[src/rtl/wb_load_stage_if.sv]
// MEM -> WB instruction bundle for the write-back load stage.
// The MEM stage drives the master side; wb_load_stage is the slave side.
interface wb_load_stage_if #(
  parameter int RF_AW = 5
);
  logic             in_valid;
  logic             in_ready;
  logic             in_memtoreg;
  logic [3:0]       in_lsop;
  logic [1:0]       in_addr_lo;
  logic [31:0]      in_result;
  logic [31:0]      in_rt_old;
  logic [RF_AW-1:0] in_wnum;
  logic             in_wen;

  modport master (
    output in_valid, in_memtoreg, in_lsop, in_addr_lo,
           in_result, in_rt_old, in_wnum, in_wen,
    input  in_ready
  );

  modport slave (
    input  in_valid, in_memtoreg, in_lsop, in_addr_lo,
           in_result, in_rt_old, in_wnum, in_wen,
    output in_ready
  );
endinterface

[src/rtl/wb_load_stage.sv]
// MEM/WB pipeline register and load-data formatter.
// Holds one MEM-stage instruction, formats the SRAM read data that arrives the
// cycle after transfer (byte/half/word plus LWL/LWR merges), keeps that data in
// a skid register while WB is stalled, flags misaligned loads and counts
// retired loads.
module wb_load_stage #(
  parameter int RF_AW      = 5,
  parameter int CNT_W      = 32,
  parameter int EN_UNALIGN = 1
) (
  input  logic               clk,
  input  logic               resetn,
  wb_load_stage_if.slave     mem,
  input  logic               flush,
  input  logic               wb_stall,
  input  logic [31:0]        mem_rdata,
  output logic               rf_we,
  output logic [RF_AW-1:0]   rf_waddr,
  output logic [31:0]        rf_wdata,
  output logic               exc_adel,
  output logic [CNT_W-1:0]   ld_cnt
);

  localparam logic [3:0] OP_LB  = 4'b0000;
  localparam logic [3:0] OP_LBU = 4'b0001;
  localparam logic [3:0] OP_LH  = 4'b0010;
  localparam logic [3:0] OP_LHU = 4'b0011;
  localparam logic [3:0] OP_LW  = 4'b0100;
  localparam logic [3:0] OP_LWL = 4'b0101;
  localparam logic [3:0] OP_LWR = 4'b0110;

  // stage register contents
  logic              s_valid_r;
  logic [3:0]        s_op_r;
  logic [1:0]        s_addr_r;
  logic [31:0]       s_result_r;
  logic [31:0]       s_rt_r;
  logic [RF_AW-1:0]  s_wnum_r;
  logic              s_wen_r;
  logic              s_mtr_r;

  // skid buffer for read data captured on the first stalled cycle
  logic              hold_valid_r;
  logic [31:0]       hold_data_r;

  logic [CNT_W-1:0]  ld_cnt_r;

  logic [31:0]       data_s;
  logic [7:0]        byte_s;
  logic [15:0]       half_s;
  logic [31:0]       fmt_s;
  logic              adel_s;
  logic              we_s;

  assign mem.in_ready = ~wb_stall;

  // stage register: loads on transfer, empties when WB advances with no input,
  // frozen under stall; flush drops whatever would arrive this cycle
  always_ff @(posedge clk or negedge resetn) begin
    if (!resetn) begin
      s_valid_r  <= 1'b0;
      s_op_r     <= 4'b0000;
      s_addr_r   <= 2'b00;
      s_result_r <= 32'h0000_0000;
      s_rt_r     <= 32'h0000_0000;
      s_wnum_r   <= {RF_AW{1'b0}};
      s_wen_r    <= 1'b0;
      s_mtr_r    <= 1'b0;
    end else if (flush) begin
      s_valid_r <= 1'b0;
    end else if (!wb_stall) begin
      s_valid_r <= mem.in_valid;
      if (mem.in_valid) begin
        s_op_r     <= mem.in_lsop;
        s_addr_r   <= mem.in_addr_lo;
        s_result_r <= mem.in_result;
        s_rt_r     <= mem.in_rt_old;
        s_wnum_r   <= mem.in_wnum;
        s_wen_r    <= mem.in_wen;
        s_mtr_r    <= mem.in_memtoreg;
      end
    end
  end

  // skid: SRAM data is only valid one cycle, so capture it on the first stalled cycle
  always_ff @(posedge clk or negedge resetn) begin
    if (!resetn) begin
      hold_valid_r <= 1'b0;
      hold_data_r  <= 32'h0000_0000;
    end else if (flush || !wb_stall) begin
      hold_valid_r <= 1'b0;
    end else if (s_valid_r && !hold_valid_r) begin
      hold_valid_r <= 1'b1;
      hold_data_r  <= mem_rdata;
    end
  end

  // data source selection and byte/half extraction
  always_comb begin
    data_s = hold_valid_r ? hold_data_r : mem_rdata;
    byte_s = 8'h00;
    case (s_addr_r)
      2'd0:    byte_s = data_s[7:0];
      2'd1:    byte_s = data_s[15:8];
      2'd2:    byte_s = data_s[23:16];
      2'd3:    byte_s = data_s[31:24];
      default: byte_s = 8'h00;
    endcase
    if (s_addr_r[1]) begin
      half_s = data_s[31:16];
    end else begin
      half_s = data_s[15:0];
    end
  end

  // load formatting including LWL/LWR merges with the old rt value
  always_comb begin
    fmt_s = 32'h0000_0000;
    case (s_op_r)
      OP_LB:  fmt_s = {{24{byte_s[7]}}, byte_s};
      OP_LBU: fmt_s = {24'h00_0000, byte_s};
      OP_LH:  fmt_s = {{16{half_s[15]}}, half_s};
      OP_LHU: fmt_s = {16'h0000, half_s};
      OP_LW:  fmt_s = data_s;
      OP_LWL: begin
        if (EN_UNALIGN != 0) begin
          case (s_addr_r)
            2'd0:    fmt_s = {data_s[7:0],  s_rt_r[23:0]};
            2'd1:    fmt_s = {data_s[15:0], s_rt_r[15:0]};
            2'd2:    fmt_s = {data_s[23:0], s_rt_r[7:0]};
            2'd3:    fmt_s = data_s;
            default: fmt_s = 32'h0000_0000;
          endcase
        end else begin
          fmt_s = 32'h0000_0000;
        end
      end
      OP_LWR: begin
        if (EN_UNALIGN != 0) begin
          case (s_addr_r)
            2'd0:    fmt_s = data_s;
            2'd1:    fmt_s = {s_rt_r[31:24], data_s[31:8]};
            2'd2:    fmt_s = {s_rt_r[31:16], data_s[31:16]};
            2'd3:    fmt_s = {s_rt_r[31:8],  data_s[31:24]};
            default: fmt_s = 32'h0000_0000;
          endcase
        end else begin
          fmt_s = 32'h0000_0000;
        end
      end
      default: fmt_s = 32'h0000_0000;
    endcase
  end

  // misaligned half/word loads fault; bytes and LWL/LWR never do
  always_comb begin
    adel_s = 1'b0;
    if (s_valid_r && s_mtr_r) begin
      case (s_op_r)
        OP_LH, OP_LHU: adel_s = s_addr_r[0];
        OP_LW:         adel_s = (s_addr_r != 2'b00);
        default:       adel_s = 1'b0;
      endcase
    end else begin
      adel_s = 1'b0;
    end
  end

  // write enable: suppressed by stall, fault, or a write to r0
  always_comb begin
    we_s = s_valid_r & s_wen_r & ~wb_stall & ~adel_s & (s_wnum_r != {RF_AW{1'b0}});
  end

  // retired-load counter, wraps naturally
  always_ff @(posedge clk or negedge resetn) begin
    if (!resetn) begin
      ld_cnt_r <= {CNT_W{1'b0}};
    end else if (we_s && s_mtr_r) begin
      ld_cnt_r <= ld_cnt_r + {{(CNT_W-1){1'b0}}, 1'b1};
    end
  end

  assign rf_we    = we_s;
  assign rf_waddr = s_wnum_r;
  assign rf_wdata = s_mtr_r ? fmt_s : s_result_r;
  assign exc_adel = adel_s;
  assign ld_cnt   = ld_cnt_r;

endmodule

[src/flat_wrapper.sv]
// flat-port wrapper written by rule: the top's interface ports become plain ports
module wb_load_stage_flat 
#(
  parameter int RF_AW      = 5,
  parameter int CNT_W      = 32,
  parameter int EN_UNALIGN = 1
)
  (clk, resetn, flush, wb_stall, mem_rdata, rf_we, rf_waddr, rf_wdata, exc_adel, ld_cnt, mem_in_valid, mem_in_memtoreg, mem_in_lsop, mem_in_addr_lo, mem_in_result, mem_in_rt_old, mem_in_wnum, mem_in_wen, mem_in_ready);
  wb_load_stage_if #(.RF_AW(RF_AW)) mem_i ();
  input  logic clk;
  input  logic resetn;
  input  logic flush;
  input  logic wb_stall;
  input  logic [31:0] mem_rdata;
  output logic rf_we;
  output logic [RF_AW-1:0] rf_waddr;
  output logic [31:0] rf_wdata;
  output logic exc_adel;
  output logic [CNT_W-1:0] ld_cnt;
  input wire logic [$bits(mem_i.in_valid)-1:0] mem_in_valid;
  input wire logic [$bits(mem_i.in_memtoreg)-1:0] mem_in_memtoreg;
  input wire logic [$bits(mem_i.in_lsop)-1:0] mem_in_lsop;
  input wire logic [$bits(mem_i.in_addr_lo)-1:0] mem_in_addr_lo;
  input wire logic [$bits(mem_i.in_result)-1:0] mem_in_result;
  input wire logic [$bits(mem_i.in_rt_old)-1:0] mem_in_rt_old;
  input wire logic [$bits(mem_i.in_wnum)-1:0] mem_in_wnum;
  input wire logic [$bits(mem_i.in_wen)-1:0] mem_in_wen;
  output wire logic [$bits(mem_i.in_ready)-1:0] mem_in_ready;
  assign mem_i.in_valid = mem_in_valid;
  assign mem_i.in_memtoreg = mem_in_memtoreg;
  assign mem_i.in_lsop = mem_in_lsop;
  assign mem_i.in_addr_lo = mem_in_addr_lo;
  assign mem_i.in_result = mem_in_result;
  assign mem_i.in_rt_old = mem_in_rt_old;
  assign mem_i.in_wnum = mem_in_wnum;
  assign mem_i.in_wen = mem_in_wen;
  assign mem_in_ready = mem_i.in_ready;
  wb_load_stage #(.RF_AW(RF_AW), .CNT_W(CNT_W), .EN_UNALIGN(EN_UNALIGN)) u_core (.clk(clk), .resetn(resetn), .mem(mem_i), .flush(flush), .wb_stall(wb_stall), .mem_rdata(mem_rdata), .rf_we(rf_we), .rf_waddr(rf_waddr), .rf_wdata(rf_wdata), .exc_adel(exc_adel), .ld_cnt(ld_cnt));
endmodule
[config.mk]
export PLATFORM = sky130hd
export DESIGN_NAME = wb_load_stage_flat
export DESIGN_NICKNAME = d
export VERILOG_FILES = /design/src/rtl/wb_load_stage_if.sv /design/src/rtl/wb_load_stage.sv /design/src/flat_wrapper.sv
export SDC_FILE = /design/constraint.sdc
export NUM_CORES = 1
export LEC_CHECK = 0
export CAP_MARGIN = 0
export CORE_MARGIN = 2
export CORE_UTILIZATION = 52
export DETAILED_ROUTE_END_ITERATION = 16
export PLACE_DENSITY = 0.83
export SYNTH_ARGS = -nofsm -noshare
export SYNTH_HDL_FRONTEND = slang
export SYNTH_SLANG_ARGS = --single-unit
[constraint.sdc]
create_clock -name clk -period 3.4 [get_ports clk]
set_clock_uncertainty 0.2 [all_clocks]
set_input_delay 0.68 -clock clk [delete_from_list [all_inputs] [get_ports clk]]
set_output_delay 0.68 -clock clk [all_outputs]
set_load 0.05 [all_outputs]
Word level (Yosys, flattened, before mapping). Cells that the tools add are included.

Word-level logic and storage cells: 57. Memories: 0. Register bits: 143. Output and inout bits: 72. Latch bits: 0. Memory bits (read-only): 0. Input port bits: 114. RAM bits: 0.

Muxes and demuxes: 13. Reduce and logical (&&, ||, !) cells: 14. Divide/modulo/power cells: 0. Shifts and indexed selects: 0. Eq/ne operators: 10. Bitwise operators: 8. $add $sub $neg: 1. Multipliers: 0. $lt $le $gt $ge: 0.

Operators by type and width (number): $pmux W32 S4 (2); $pmux W32 S7 (1); $mux W32 (2); $add A32 B1 Y32 const B (1); $pmux W8 S4 (1); $mux W16 (1); $eq A4 B3 Y1 const B (3); $eq A4 B2 Y1 const B (2); $mux W1 (5); $reduce_bool A5 Y1 (1); $and A1 B1 Y1 (4); $eq A2 B2 Y1 const B (2); $eq A4 B1 Y1 const B (1); $logic_not A4 Y1 (1); $not A1 Y1 (4); $reduce_bool A2 Y1 (2); $logic_and A1 B1 Y1 (3); $reduce_and A3 Y1 (1); $eq A2 B1 Y1 const B (1); $logic_not A1 Y1 (2); $logic_not A2 Y1 (1); $ne A2 B2 Y1 const B (1); $pmux W1 S2 (1); $reduce_and A2 Y1 (1); 2 further kinds (2).

Logic depth before layout (Yosys ltp). Gate-level depths: netlist (run 1).

Depth after elaboration: 8. Gate-level depth with buffers: 8. Gate-level depth less buffers: 5.

Worst setup path after synthesis (run 1). No wires, ideal clock.

Kind: register -> output. Start point: reg u_core.s_op_r[1]. End point: out rf_wdata[16]. Path slack: 118 ps. Path buffers: 2. Data arrival time: 2402 ps. Required time: 2520 ps. Stages on the path, launching flop included: 7. Path through: dfrtp_1 buf_2 or4_1 o31ai_4 buf_2 nor4_1 o2bb2ai_1.

Longest elaborated chain between the ends: 3. Elaborated cells between the ends (all ways): 9. Those cells by class: eq/ne: 6; mux: 2; reduce/logical: 1.

Ends and longest elaborated chain: from (decl) (line wb_load_stage.sv:34) `logic [3:0] s_op_r;`; from (signal assigned) (line wb_load_stage.sv:74) `s_op_r <= mem.in_lsop;`; $eq A4 B3 Y1 (tied with other cells) (line wb_load_stage.sv:119) `case (s_op_r)`; $pmux W32 S7 (*) (line wb_load_stage.sv:119); $mux W32 (*) (line wb_load_stage.sv:185) `assign rf_wdata = s_mtr_r ? fmt_s : s_result_r;`; to (decl) (line flat_wrapper.sv:17) `output logic [31:0] rf_wdata;`.

Every way passes the cells marked *; elsewhere a longest branch is shown, timed or not.

Worst setup path after layout (run 1).
Start point: reg u_core.hold_valid_r. End point: out rf_wdata[10].

Longest elaborated chain between the ends: 4. Elaborated cells between the ends (all ways): 7. Those cells by class: mux: 7.

Ends and longest elaborated chain: from (decl) (line wb_load_stage.sv:43) `logic hold_valid_r;`; from (signal assigned) (line wb_load_stage.sv:88) `hold_valid_r <= 1'b0;`; from (signal assigned) (line wb_load_stage.sv:91) `hold_valid_r <= 1'b0;`; from (signal assigned) (line wb_load_stage.sv:93) `hold_valid_r <= 1'b1;`; $mux W32 (*) (line wb_load_stage.sv:100) `data_s = hold_valid_r ? hold_data_r : mem_rdata;`; $pmux W32 S4 (tied with other cells) (line wb_load_stage.sv:140) `case (s_addr_r)`; $pmux W32 S7 (*) (line wb_load_stage.sv:119); $mux W32 (*) (line wb_load_stage.sv:185).

Marks and branches as above.

==> impl_metrics.yaml, run 1 <==
layout:
  fin_cells: 1268
  fill_cells: 919
  nets: 1153
  stdcell_area_sq_um: 13000
  drive_gt1_share_pct: 35.0
  area_growth_pct: 51.2
synthesis:
  synth_common_cells: "dfrtp_1, mux2_2, nor2_1"
  postSynth.asyncResetShare_pct: 100
  syn_area_sq_um: 8560
  syn-num-nets: 880
  seq_area_frac_synth_pct: 41.8
  netlist_instances: 765
  synth_flop_cell: "dfrtp_1"
  synth_warnings: 0
  synth_cell_types: 70
  synthTopCellsByArea: "dfrtp_1, mux2_2, mux4_2"
  ys_ff_latch: 143
  synth.most_common_cell: "dfrtp_1"
  yosysTopAreaCell: "dfrtp_1"
  netlist.area_leader.share_pct: 41.8
  synth-edff-count: 0
  syn_avg_cell_area_sq_um: 11.2
clocking:
  clock_path_buffers: 2
  clkLatencyLatePin_ns: 0.44
  clkSinkCount: 143
  root_buffer: "clkbuf_16"
  clkTransAtPathRegs_ns: 0.06
  cts_tree: "yes"
  htreeDepth: 4
  cts_made_buffers: 17
  ctsHoldBuffers: 0
outcome:
  violations: "negative setup slack"
  status: "finished with violations"
detailed_routing:
  highest_layer: "met4"
  first_iter_violations: 776
  met2_length_um: 14100
  drc_errors: 0
  post_drt_wl_per_cell_um: 24.1
  vias_per_cell: 6.43
  drt_wl_total_um: 30600
  wl_met1_um: 12200
  drtAntennaViolNets: 0
  vias: 8148
  dr.pass1.iters: 7
  dr_wl_met3_um: 3370
place:
  place_inst: 1207
  hpwlAfterDp_um: 19900
  dpl-instance-area_sq_um: 11500
  place_congestion: 0.923
  placement.io_buffers: 185
setup_path:
  path_max_fanout: 8
  path_class: "flip-flop to output port"
  worstSetupStartpointType: "flip-flop"
  critPathRequiredTime_ns: 2.52
  cp-end-kind: "output port"
  critPathArrivalTime_ns: 2.83
timing:
  finalSetupViolations: 32
  fmax_mhz: 270
  finalHoldViolations: 0
  maxSlewViolCount: 0
  finalWorstSetupSlack_ns: -0.310
  max_slew.worst_pin.slew_ns: 0.923
  period_needed_ns: 3.71
  whs_ns: 0.0117
  rsz0062_at_grt: "yes"
  period_share_pct: 109
  relSlewSlack_pct: 38.4
job:
  cap_violations: 0
global_route:
  grt_pass1_wl_um: 46400
  grt_overflow: 0
  grt_start_max_net_pins: 85
  grt_pass1_vias: 8124
  antenna_found_initial: 1
  track_usage_pct: 34.0
worst_hold_path:
  hold_path_class: "input port to async pin"
die:
  fp.dieH_um: 132
  core_sq_um: 16000
  dieArea_sq_um: 17500
  rows: 46
  boundaryPins: 186
  initial_core_util_pct: 53.5
  die_x_um: 132
power:
  p_leak_nw: 5.31
  powerDensity_nw_per_um2: 544
  ir_drop_mv: 0.530
## critical path: stages, from the launching register on
cell	delay, ns
dfrtp_4	0.53
buf_6	0.14
buf_6	0.11
mux2_4	0.32
o2bb2ai_4	0.28
buf_6	0.15
or3_4	0.19
o211ai_1	0.12
a221o_1	0.38
buf_12	0.17
## worst paths after layout
check                                    start  cells past startpoint                    end  slack [ns]
max reg2reg                 u_core.s_addr_r[0]                      7      u_core.ld_cnt[12]        0.81
max                        u_core.hold_valid_r                      9           rf_wdata[10]       -0.31
min                                     resetn                      1  u_core.s_result_r[17]        0.01
max in group asynchronous               resetn                      2      u_core.s_rt_r[10]        2.27
min in group clk             u_core.ld_cnt[31]                      1      u_core.ld_cnt[31]        0.28
min reg2reg                  u_core.ld_cnt[31]                      1      u_core.ld_cnt[31]        0.28
## layer usage
layer	global-route usage [%]	vias to the layer above
met4	10.9	0
met5	0	-
li1	-	3430
met3	10.6	92
met2	51.4	591
met1	46.7	4035
## cells by family (layout without fill, tap and decap cells)
logic type | Yosys count | after routing | share of synthesized area (%)
buf+inv | 67 | 352 | 3.59
compound gates | 148 | 149 | 12.9
simple gates | 199 | 199 | 12.8
other cells | 0 | 1 | 0
mux | 176 | 176 | 25.6
xor+xnor | 31 | 31 | 3.17
fa+ha+maj | 1 | 1 | 0.146
flops | 143 | 143 | 41.8
## repair_timing
action                                  in CTS  in global routing
setup buffers                               14                 15
cloned                                       1                  1
pin swaps                                   20                 26
endpoints found under the setup margin      32                 32
gates resized for setup                     68                 57
## state kept, by name, indices dropped and copies added (netlist names)
| register | cells |
|---|---|
| u_core.s_result_r | 32 |
| u_core.s_addr_r | 2 |
| u_core.ld_cnt | 32 |
| u_core.hold_valid_r | 1 |
| u_core.rf_waddr | 5 |
| u_core.s_op_r | 4 |
| u_core.hold_data_r | 32 |
| u_core.s_valid_r | 1 |
| u_core.s_mtr_r | 1 |
| u_core.s_rt_r | 32 |
| u_core.s_wen_r | 1 |
## power by group
part | switching [mW] | total [mW] | internal (mW)
combinational | 1.51 | 2.88 | 1.37
clock | 0.800 | 1.91 | 1.11
sequential | 0.259 | 2.25 | 1.99
## cell type report
type / instances / area (sq um) / area share (%)
timing repair buffer: 307 / 3290 / 25.4
antenna: 1 / 2.50 / 0.0193
multi-input combinational: 556 / 5150 / 39.8
sequential: 143 / 3580 / 27.7
tap: 216 / 270 / 2.09
inverter: 13 / 52.6 / 0.406
clock inverter: 14 / 156 / 1.21
clock buffer: 18 / 439 / 3.39
## placed cells by master (no fill, tap or decap), drive strengths merged, types with 10 or more instances in the layout
master           n
inv             17
o21ai           21
mux4            22
buf            153
o2bb2ai         13
dfrtp          143
clkdlybuf4s50  145
clkbuf          23
mux2           117
nor2            48
a21oi           27
nor2b           18
nand2b          10
and3            13
xor2            13
mux2i           37
o32a            10
nand4           14
o211ai          14
xnor2           18
nand2           45
## metrics by stage
stage          setup TNS [ns]  total power [mW]  setup WS [ns]  utilization (%)
2_1_floorplan               0              3.60          0.118                -
3_3_place_gp            -4.46              4.72         -0.326             72.0
3_5_place_dp            -4.90              4.79         -0.403             72.0
4_1_cts                 -4.78              6.84         -0.230             78.3
5_1_grt                 -8.15              7.29         -0.328             80.9
6_report                -6.62              7.05         -0.310             80.9
Power figures use the tool's default switching activity.
==> run 2: changes to the inputs <==
Settings changed: CELL_PAD_IN_SITES_DETAIL_PLACEMENT set to 2, CELL_PAD_IN_SITES_GLOBAL_PLACEMENT set to 2, CORE_UTILIZATION 52 to 33, PLACE_DENSITY 0.83 to 0.82.
==> impl_metrics.yaml, run 2 (synthesis results as in run 1) <==
outcome:
  status: "finished with violations"
  violations: "negative setup slack"
setup_path:
  critPathRequiredTime_ns: 2.52
  crit_buf_inv: 4
  crit_slowest_cell: "mux4_2"
  cp-end-kind: "output port"
  path_class: "flip-flop to output port"
  crit_family: "buffers and inverters"
  worstSetupStartpointType: "flip-flop"
  path_max_fanout: 12
  cp_common_cell: "buf_12"
  path_cells: "buf_4, buf_12, mux4_2, and2_4, a31oi_4, buf_6, o211ai_1, a22o_1, buf_12"
  max_stage_delay_ns: 0.56
  critPathArrivalTime_ns: 2.85
detailed_routing:
  post_drt_wl_per_cell_um: 31.3
  vias_per_cell: 6.04
  vias: 8315
  first_iter_violations: 806
  drc_errors: 0
  drt_wl_total_um: 43100
  drtAntennaViolNets: 0
  dr.pass1.iters: 5
place:
  dpl-instance-area_sq_um: 11600
  place_congestion: 0.841
  placement.io_buffers: 185
  hpwlAfterDp_um: 26100
power:
  powerDensity_nw_per_um2: 561
  p_leak_nw: 5.29
  ir_drop_mv: 0.376
timing:
  whs_ns: 0.0118
  period_needed_ns: 3.73
  finalSetupViolations: 32
  rsz0062_at_grt: "yes"
  fmax_mhz: 268
  finalHoldViolations: 0
  relSlewSlack_pct: 54.8
  finalWorstSetupSlack_ns: -0.327
  max_slew.worst_pin.slew_ns: 0.673
  maxSlewViolCount: 0
  period_share_pct: 110
layout:
  area_growth_pct: 52.8
  final_cell_mix: "clkdlybuf4s50_1, dfrtp_1, buf_4, mux2_2, nand2_1"
  drive_gt1_share_pct: 35.8
  nets: 1148
  utilization_pct: 51.7
  stdcell_area_sq_um: 13100
  diodes: 0
global_route:
  grt_start_max_net_pins: 63
  track_usage_pct: 30.4
  grt_overflow: 0
  grt_pass1_wl_um: 60800
  antenna_found_initial: 1
  grt_pass1_vias: 9175
clocking:
  ctsHoldBuffers: 0
  cts_made_buffers: 17
  clkSinkCount: 143
  clock_path_buffers: 2
  cts_tree: "yes"
  clkTransAtPathRegs_ns: 0.07
  root_buffer: "clkbuf_16"
  clkLatencyLatePin_ns: 0.45
  htreeDepth: 4
die:
  core_sq_um: 25300
  dieArea_sq_um: 27300
  fp.dieH_um: 165
  rows: 58
  die_x_um: 165
  boundaryPins: 186
  initial_core_util_pct: 33.8
job:
  cap_violations: 0
worst_hold_path:
  hold_path_class: "input port to async pin"
==> run 2: cell count changes in the layout (fill, tap and decap cells not counted), sizes merged, moves of 2 or more <==
cell | previous run | this run
bufinv | 2 | 0
clkbuf | 23 | 18
clkdlybuf4s50 | 145 | 139
clkinv | 4 | 2
dlygate4sd2 | 3 | 10
inv | 17 | 23
==> run 2: worst reg2reg max path: cells and delay by family, from the launching register on <==
family                    cells  cell delay [ns]
AOI/OAI and AO/OA             1             0.23
DFF                           1             0.51
and+or+nand+nor               3             1.23
xor gates and xnor gates      1             0.24
buffers and inverters         1             0.22
==> run 2: final timing paths <==
path | start | to | slack [ns] | cells past startpoint
max in group asynchronous | resetn | u_core.ld_cnt[6] | 2.20 | 2
max reg2reg | u_core.s_addr_r[1] | u_core.ld_cnt[12] | 0.69 | 6
min reg2reg | u_core.ld_cnt[31] | u_core.ld_cnt[31] | 0.27 | 1
min in group clk | u_core.ld_cnt[31] | u_core.ld_cnt[31] | 0.27 | 1
max | u_core.hold_valid_r | rf_wdata[4] | -0.33 | 9
min | resetn | u_core.s_result_r[19] | 0.01 | 1
==> run 2: repair_timing <==
item | in CTS | in global routing
gates resized for setup | 90 | 58
pin swaps | 30 | 35
setup buffers | 14 | 17
endpoints found under the setup margin | 32 | 32
==> run 2: routing by layer <==
metal / global-route usage (%) / routed length (um) / part of all wire [%]
met5: 0 / 0 / 0
met4: 10.4 / 1650 / 3.8
met3: 7.67 / 3340 / 7.7
met2: 50.8 / 21300 / 49
met1: 38.5 / 16800 / 39
==> run 2: layout make-up <==
cell class / instances / area, sq um
timing repair buffer: 303 / 3230
clock buffer: 17 / 425
tap: 330 / 413
inverter: 13 / 51.3
sequential: 143 / 3580
clock inverter: 15 / 163
fill: 2410 / 12200
multi-input combinational: 555 / 5220
==> run 2: stage by stage <==
step | total power, mW | worst slack, ns | setup TNS (ns) | std cells
2_1_floorplan | 3.60 | 0.118 | 0 | 765
3_3_place_gp | 4.75 | -0.345 | -5.51 | 1317
3_5_place_dp | 4.88 | -0.421 | -7.35 | 1317
4_1_cts | 7.04 | -0.260 | -4.67 | 1362
5_1_grt | 7.57 | -0.379 | -8.80 | 1376
6_report | 7.34 | -0.327 | -6.86 | 1376
==> run 2: report_power, final <==
group	internal [mW]	total, mW	switching, mW
clock network	0.989	1.95	0.956
logic	1.37	3.06	1.69
registers	1.99	2.34	0.346
